`config.mk`:
```
export PLATFORM = sky130hd
export DESIGN_NAME = lcd_cmd_sequencer
export DESIGN_NICKNAME = d
export VERILOG_FILES = /design/src/rtl/lcd_cmd_sequencer.sv
export SDC_FILE = /design/constraint.sdc
export NUM_CORES = 1
export LEC_CHECK = 0
export BUFFER_PORTS_ARGS = -buffer_cell sky130_fd_sc_hd__buf_2
export CAP_MARGIN = 10
export CORE_ASPECT_RATIO = 0.8
export CORE_UTILIZATION = 35
export DETAILED_ROUTE_END_ITERATION = 10
export PLACE_DENSITY = 0.66
export SYNTH_ARGS = -nofsm -noshare
export SYNTH_HDL_FRONTEND = slang
export SYNTH_SLANG_ARGS = --single-unit
```
`constraint.sdc`:
```
create_clock -name clk -period 1.9 [get_ports clk]
set_input_delay 0.285 -clock clk [delete_from_list [all_inputs] [get_ports clk]]
set_output_delay 0.285 -clock clk [all_outputs]
set_load 0.02 [all_outputs]
```
`src/rtl/lcd_cmd_sequencer.sv`:
```
`default_nettype none
// +--------------------------------------------------------------------------+
// | lcd_cmd_sequencer: latched LCD command flags -> HD44780 8-bit bus cycles |
// | with setup/pulse/hold timing and external delay-counter waits.           |
// | Revision: 1.0                                                            |
// +--------------------------------------------------------------------------+
module lcd_cmd_sequencer #(
   parameter int T_SETUP = 4,
   parameter int T_EPW   = 25,
   parameter int T_HOLD  = 4,
   parameter int W_SHORT = 40,
   parameter int W_CLEAR = 1640,
   parameter int W_PWRON = 15000,
   parameter int W_INIT1 = 4100,
   parameter int W_INIT2 = 100
) (
   input  logic        clk,
   input  logic        rst,
   input  logic        en,
   input  logic        reset,
   input  logic        set,
   input  logic        clear,
   input  logic        off,
   input  logic        on,
   input  logic        entry_mode,
   input  logic        cursor,
   input  logic        w_char,
   input  logic [7:0]  cursor_pos,
   input  logic [7:0]  ascii_char,
   input  logic        int_cnt,
   output logic        busy,
   output logic        en_cnt,
   output logic [15:0] limit_cnt,
   output logic        rs,
   output logic        e,
   output logic [7:0]  data
);

   typedef enum logic [2:0] {
      S_IDLE    = 3'd0,
      S_LOAD    = 3'd1,
      S_E_SETUP = 3'd2,
      S_E_HIGH  = 3'd3,
      S_E_HOLD  = 3'd4,
      S_DLY     = 3'd5
   } state_t;

   localparam logic [7:0]  c_setup_last = 8'(T_SETUP - 1);
   localparam logic [7:0]  c_epw_last   = 8'(T_EPW - 1);
   localparam logic [7:0]  c_hold_last  = 8'(T_HOLD - 1);
   localparam logic [15:0] c_w_short    = 16'(W_SHORT);
   localparam logic [15:0] c_w_clear    = 16'(W_CLEAR);
   localparam logic [15:0] c_w_pwron    = 16'(W_PWRON);
   localparam logic [15:0] c_w_init1    = 16'(W_INIT1);
   localparam logic [15:0] c_w_init2    = 16'(W_INIT2);
   localparam logic [2:0]  c_last_step  = 3'd7;

   state_t      state_q, state_d;
   logic [7:0]  cnt_q, cnt_d;
   logic [2:0]  step_q, step_d;
   logic        init_q, init_d;
   logic        en_q, en_d;
   logic        busy_q, busy_d;
   logic        e_q, e_d;
   logic        rs_q, rs_d;
   logic [7:0]  data_q, data_d;
   logic        en_cnt_q, en_cnt_d;
   logic [15:0] limit_q, limit_d;

   logic        cmd_valid;
   logic        cmd_init;
   logic        cmd_rs;
   logic [7:0]  cmd_byte;
   logic [15:0] cmd_wait;
   logic        launch;
   logic [2:0]  next_step;
   logic        unused_pos_msb;

   assign unused_pos_msb = cursor_pos[7];

   // Step 0 of the init sequence is a pure wait; steps 1..7 each issue one byte.
   function automatic logic [7:0] init_byte(input logic [2:0] s);
      case (s)
         3'd4:    init_byte = 8'h38;
         3'd5:    init_byte = 8'h08;
         3'd6:    init_byte = 8'h01;
         3'd7:    init_byte = 8'h06;
         default: init_byte = 8'h30;
      endcase
   endfunction

   function automatic logic [15:0] init_wait(input logic [2:0] s);
      case (s)
         3'd0:    init_wait = c_w_pwron;
         3'd1:    init_wait = c_w_init1;
         3'd2:    init_wait = c_w_init2;
         3'd6:    init_wait = c_w_clear;
         default: init_wait = c_w_short;
      endcase
   endfunction

   always_comb begin
      cmd_valid = 1'b1;
      cmd_init  = 1'b0;
      cmd_rs    = 1'b0;
      cmd_byte  = 8'h00;
      cmd_wait  = c_w_short;
      if (reset) begin
         cmd_init = 1'b1;
         cmd_wait = c_w_pwron;
      end else if (set) begin
         cmd_byte = 8'h38;
      end else if (clear) begin
         cmd_byte = 8'h01;
         cmd_wait = c_w_clear;
      end else if (off) begin
         cmd_byte = 8'h08;
      end else if (on) begin
         cmd_byte = 8'h0C;
      end else if (entry_mode) begin
         cmd_byte = 8'h06;
      end else if (cursor) begin
         cmd_byte = {1'b1, cursor_pos[6:0]};
      end else if (w_char) begin
         cmd_rs   = 1'b1;
         cmd_byte = ascii_char;
      end else begin
         cmd_valid = 1'b0;
      end
   end

   assign launch    = en && !en_q && (state_q == S_IDLE) && cmd_valid;
   assign next_step = step_q + 3'd1;

   always_comb begin
      state_d = state_q;
      cnt_d   = cnt_q;
      step_d  = step_q;
      init_d  = init_q;
      rs_d    = rs_q;
      data_d  = data_q;
      limit_d = limit_q;
      en_d    = en;

      // rs/data/limit are committed on the edge into LOAD so the limit is
      // settled at least one cycle before en_cnt rises.
      case (state_q)
         S_IDLE: begin
            if (launch) begin
               state_d = S_LOAD;
               init_d  = cmd_init;
               step_d  = 3'd0;
               limit_d = cmd_wait;
               if (!cmd_init) begin
                  rs_d   = cmd_rs;
                  data_d = cmd_byte;
               end
            end
         end
         S_LOAD: begin
            if (init_q && (step_q == 3'd0)) begin
               state_d = S_DLY;
            end else begin
               state_d = S_E_SETUP;
               cnt_d   = c_setup_last;
            end
         end
         S_E_SETUP: begin
            if (cnt_q == 8'd0) begin
               state_d = S_E_HIGH;
               cnt_d   = c_epw_last;
            end else begin
               cnt_d = cnt_q - 8'd1;
            end
         end
         S_E_HIGH: begin
            if (cnt_q == 8'd0) begin
               state_d = S_E_HOLD;
               cnt_d   = c_hold_last;
            end else begin
               cnt_d = cnt_q - 8'd1;
            end
         end
         S_E_HOLD: begin
            if (cnt_q == 8'd0) begin
               state_d = S_DLY;
            end else begin
               cnt_d = cnt_q - 8'd1;
            end
         end
         S_DLY: begin
            if (int_cnt) begin
               if (init_q && (step_q != c_last_step)) begin
                  state_d = S_LOAD;
                  step_d  = next_step;
                  rs_d    = 1'b0;
                  data_d  = init_byte(next_step);
                  limit_d = init_wait(next_step);
               end else begin
                  state_d = S_IDLE;
                  init_d  = 1'b0;
                  step_d  = 3'd0;
               end
            end
         end
         default: begin
            state_d = S_IDLE;
         end
      endcase

      busy_d   = (state_d != S_IDLE);
      e_d      = (state_d == S_E_HIGH);
      en_cnt_d = (state_d == S_DLY);
   end

   always_ff @(posedge clk or posedge rst) begin
      if (rst) begin
         state_q  <= S_IDLE;
         cnt_q    <= 8'd0;
         step_q   <= 3'd0;
         init_q   <= 1'b0;
         en_q     <= 1'b1;
         busy_q   <= 1'b0;
         e_q      <= 1'b0;
         rs_q     <= 1'b0;
         data_q   <= 8'h00;
         en_cnt_q <= 1'b0;
         limit_q  <= 16'd0;
      end else begin
         state_q  <= state_d;
         cnt_q    <= cnt_d;
         step_q   <= step_d;
         init_q   <= init_d;
         en_q     <= en_d;
         busy_q   <= busy_d;
         e_q      <= e_d;
         rs_q     <= rs_d;
         data_q   <= data_d;
         en_cnt_q <= en_cnt_d;
         limit_q  <= limit_d;
      end
   end

   assign busy      = busy_q;
   assign e         = e_q;
   assign rs        = rs_q;
   assign data      = data_q;
   assign en_cnt    = en_cnt_q;
   assign limit_cnt = limit_q;

endmodule
`default_nettype wire

```
==> results.yml <==
outcome:
  status: "finished, violations left"
  violations: "setup timing"
routing:
  vias: 2316
  routed_wl_mm: 6.311
  drt.antenna.violating_nets: 0
  drt_iter0_drc: 191
  wl_met1_mm: 3.083
  drt_first_pass_iters: 4
  vias_per_cell: 5.437
  wl_met2_mm: 2.781
  wl_met3_um: 315
  wire_per_inst_um: 14.81
  drc: 0
  top_layer_used: "met4"
finish:
  nNetsFinal: 378
  drive_gt1_frac: 0.4795
  fin_util: 0.5195
  antenna_cells: 0
  layout.cells.non_filler: 426
  fin_area_um2: 3329
  area_growth_pct: 43.45
timing:
  fin_ws_ps: -11.39
  rsz0062_at_grt: "yes"
  finalSetupViolCount: 7
  fin_crit_sh: 1.006
  finClkSkew_ps: 8.149
  fmax_mhz: 523.2
  final.min_clock_period_ps: 1911
  slew_viol_final: 0
  hold_viol_final: 0
flow_run:
  drv_cap: 0
logic_synthesis:
  synth_cell_types: 62
  syn_area_per_cell_um2: 9.473
  ys.warnings.count: 0
  ys_ff_latch: 36
  syn_inst: 245
  ys_seq_area_frac: 0.3887
  synth-main-ff-cell: "dfrtp_1"
  async_flop_share: 1.000
  synth-edff-count: 0
  synthesis.area_um2: 2321
clock_tree:
  cts_htree_levels: 2
  cts.sinks: 36
  clk_pin_slew_ps: 80
  cts_made_buffers: 5
  clock_path_buffers: 2
  clk_latency_ps: 290
  cts-root-buf: "clkbuf_8"
  cts_tree: "done"
  cts_hold_buf: 0
place:
  place_congestion: 0.8520
  place_area_um2: 2987
  dpl_worst_slack_ps: -132.0
  hpwl_mm: 4.604
  portBuffers: 49
  dp.cells: 409
grt:
  antenna_found_initial: 0
  grt.overflow.total: 0
  grt_pass1_wl_mm: 9.722
  grt_usage: 0.1782
  grt_pass1_vias: 2021
  grt_max_degree: 37
worst_setup_path:
  critPathMaxStageDelay_ps: 380
  worst-setup-path-type: "flop to flop"
  crit_path_end_kind: "flop"
  cp.arrival_ps: 2080
  crit_top_cell: "a2bb2oi_4"
  crit_chain: "ha_2 > ha_4 > nor2b_4 > a2bb2oi_4 > a2bb2oi_4 > buf_12 > mux2_4"
  startpoint_type: "flop"
  cp_max_fo: 6
  slowest_stage: "dfrtp_1"
  cp.required_ps: 2070
floorplanning:
  rows: 26
  die_area_um2: 6963
  core_area_um2: 6409
  die_w_um: 93.05
  dieHeight_um: 74.84
  ios: 56
  start_util: 0.3622
power:
  ir_drop_uv: 399.6
  cellLeakagePower_uw: 0.001562
  powerDensity_nw_per_um2: 1344
  p_total_uw: 4475
hold_path:
  hp-class: "input port to async pin"
[power breakdown]
group          internal, uW  switching (uW)
Clock                   323             268
Combinational          1280            1420
Sequential             1030             148
Total                  2640            1830
[metal layers]
metal | vias to the layer above | track usage
li1 | 1096 | -
met1 | 1129 | 0.2643
met2 | 78 | 0.2680
met3 | 13 | 0.02727
met4 | 0 | 0.05299
met5 | - | 0
[sequential cells by signal, indices dropped and copies added, names as in the netlist]
name,flops
data,8
en_cnt,1
init_q,1
en_q,1
step_q,3
state_q,3
busy,1
rs,1
limit_cnt,8
e,1
cnt_q,8
[cell type report]
class	count	area [um2]
inverter	12	45.04
multi-input combinational	182	1488
sequential	36	902.1
tap	84	105.1
fill	568	3079
clock buffer	7	96.34
timing repair buffer	105	693.2
[metrics by stage]
stage | TNS (ps) | hold WS, ps
after floorplan | -608.3 | 289.5
after global placement | -281.8 | 402.7
after detailed placement | -844.6 | 405.6
after CTS | -59.76 | 99.51
after global routing | -812.1 | 93.10
final | -54.32 | 84.71
[cells in the mapped netlist (all sizes together) (3+ instances only)]
library cell  instances  area [um2]
inv                  12       45.04
buf                  10       75.07
nor2                 11       41.29
and2                  3       18.77
dfrtp                35       875.8
nor2b                 5       31.28
or3                   5       33.78
a21oi                15       75.07
nand2                17       63.81
a211o                 7       63.81
o21ai                11       55.05
o41ai                 4       35.03
mux2i                 5       50.05
nand3b                5       37.54
ha                    8       100.1
nor3                  7       35.03
and3                  4       25.02
a31oi                 4       25.02
nand3                 8       40.04
o21bai                4       30.03
nor4                  4       25.02
mux2                 12       135.1
clkbuf                9       36.29
[critical path: cells and delay by family, from the launching register on]
kind,cells,cell delay (ps)
AO/OA/AOI/OAI,2,420
flip-flops,1,380
adder cells (fa/ha/maj),2,370
multiplexers,1,290
AND/OR/NAND/NOR,1,170
buffers and inverters,1,160
[worst paths after layout]
path / startpoint / end / slack, ps / cells past startpoint
max: step_q[1]$_DFFE_PP0P_ / data[7]$_DFFE_PP0P_ / -10 / 7
min: rst / busy$_DFF_PP0_ / 80 / 3
max reg2reg: step_q[1]$_DFFE_PP0P_ / data[7]$_DFFE_PP0P_ / -10 / 7
min reg2reg: data[5]$_DFFE_PP0P_ / data[5]$_DFFE_PP0P_ / 510 / 1
max in group asynchronous: rst / en_q$_DFF_PP1_ / 1470 / 3
min in group clk: en / en_q$_DFF_PP1_ / 110 / 1
[logic make-up (layout without fill, tap and decap cells)]
kind of cell             Yosys count  after routing  synth area share
AND/OR/NAND/NOR                   81             81            0.1952
AO/OA/AOI/OAI                     71             71            0.2243
flip-flops                        36             36            0.3887
buffers and inverters             31            124           0.06739
multiplexers                      17             17           0.07979
adder cells (fa/ha/maj)            8              8           0.04313
other                              1              5          0.001616
[placed cells by master (no fill, tap or decap), drive strengths merged, types with 2 or more instances in the layout]
master | netlist | layout
dfrtp | 35 | 35
clkbuf | 9 | 7
inv | 12 | 12
a21oi | 15 | 15
nand2 | 17 | 17
a22o | 2 | 2
mux2i | 5 | 5
a31oi | 4 | 4
or3 | 5 | 5
o31a | 2 | 2
nor3 | 7 | 7
nand3 | 8 | 8
conb | 1 | 5
a22oi | 2 | 2
and2 | 3 | 3
and3b | 2 | 2
a211o | 7 | 7
nand2b | 2 | 2
o41ai | 4 | 4
nor2 | 11 | 11
o21ai | 11 | 11
o31ai | 2 | 2
buf | 10 | 105
nor4 | 4 | 4
ha | 8 | 8
and3 | 4 | 4
a32oi | 2 | 2
nor2b | 5 | 5
a2bb2oi | 2 | 2
mux2 | 12 | 12
nand3b | 5 | 5
a221oi | 2 | 2
o21bai | 4 | 4
[timing repair]
action | CTS | global route
endpoints found under the hold margin | 0 | 0
pin swaps | 4 | 11
gates resized for setup | 15 | 23
setup buffers | 5 | 5
endpoints found under the setup margin | 19 | 26
gates cloned | 0 | 0
(Power assumes the default switching activity.)
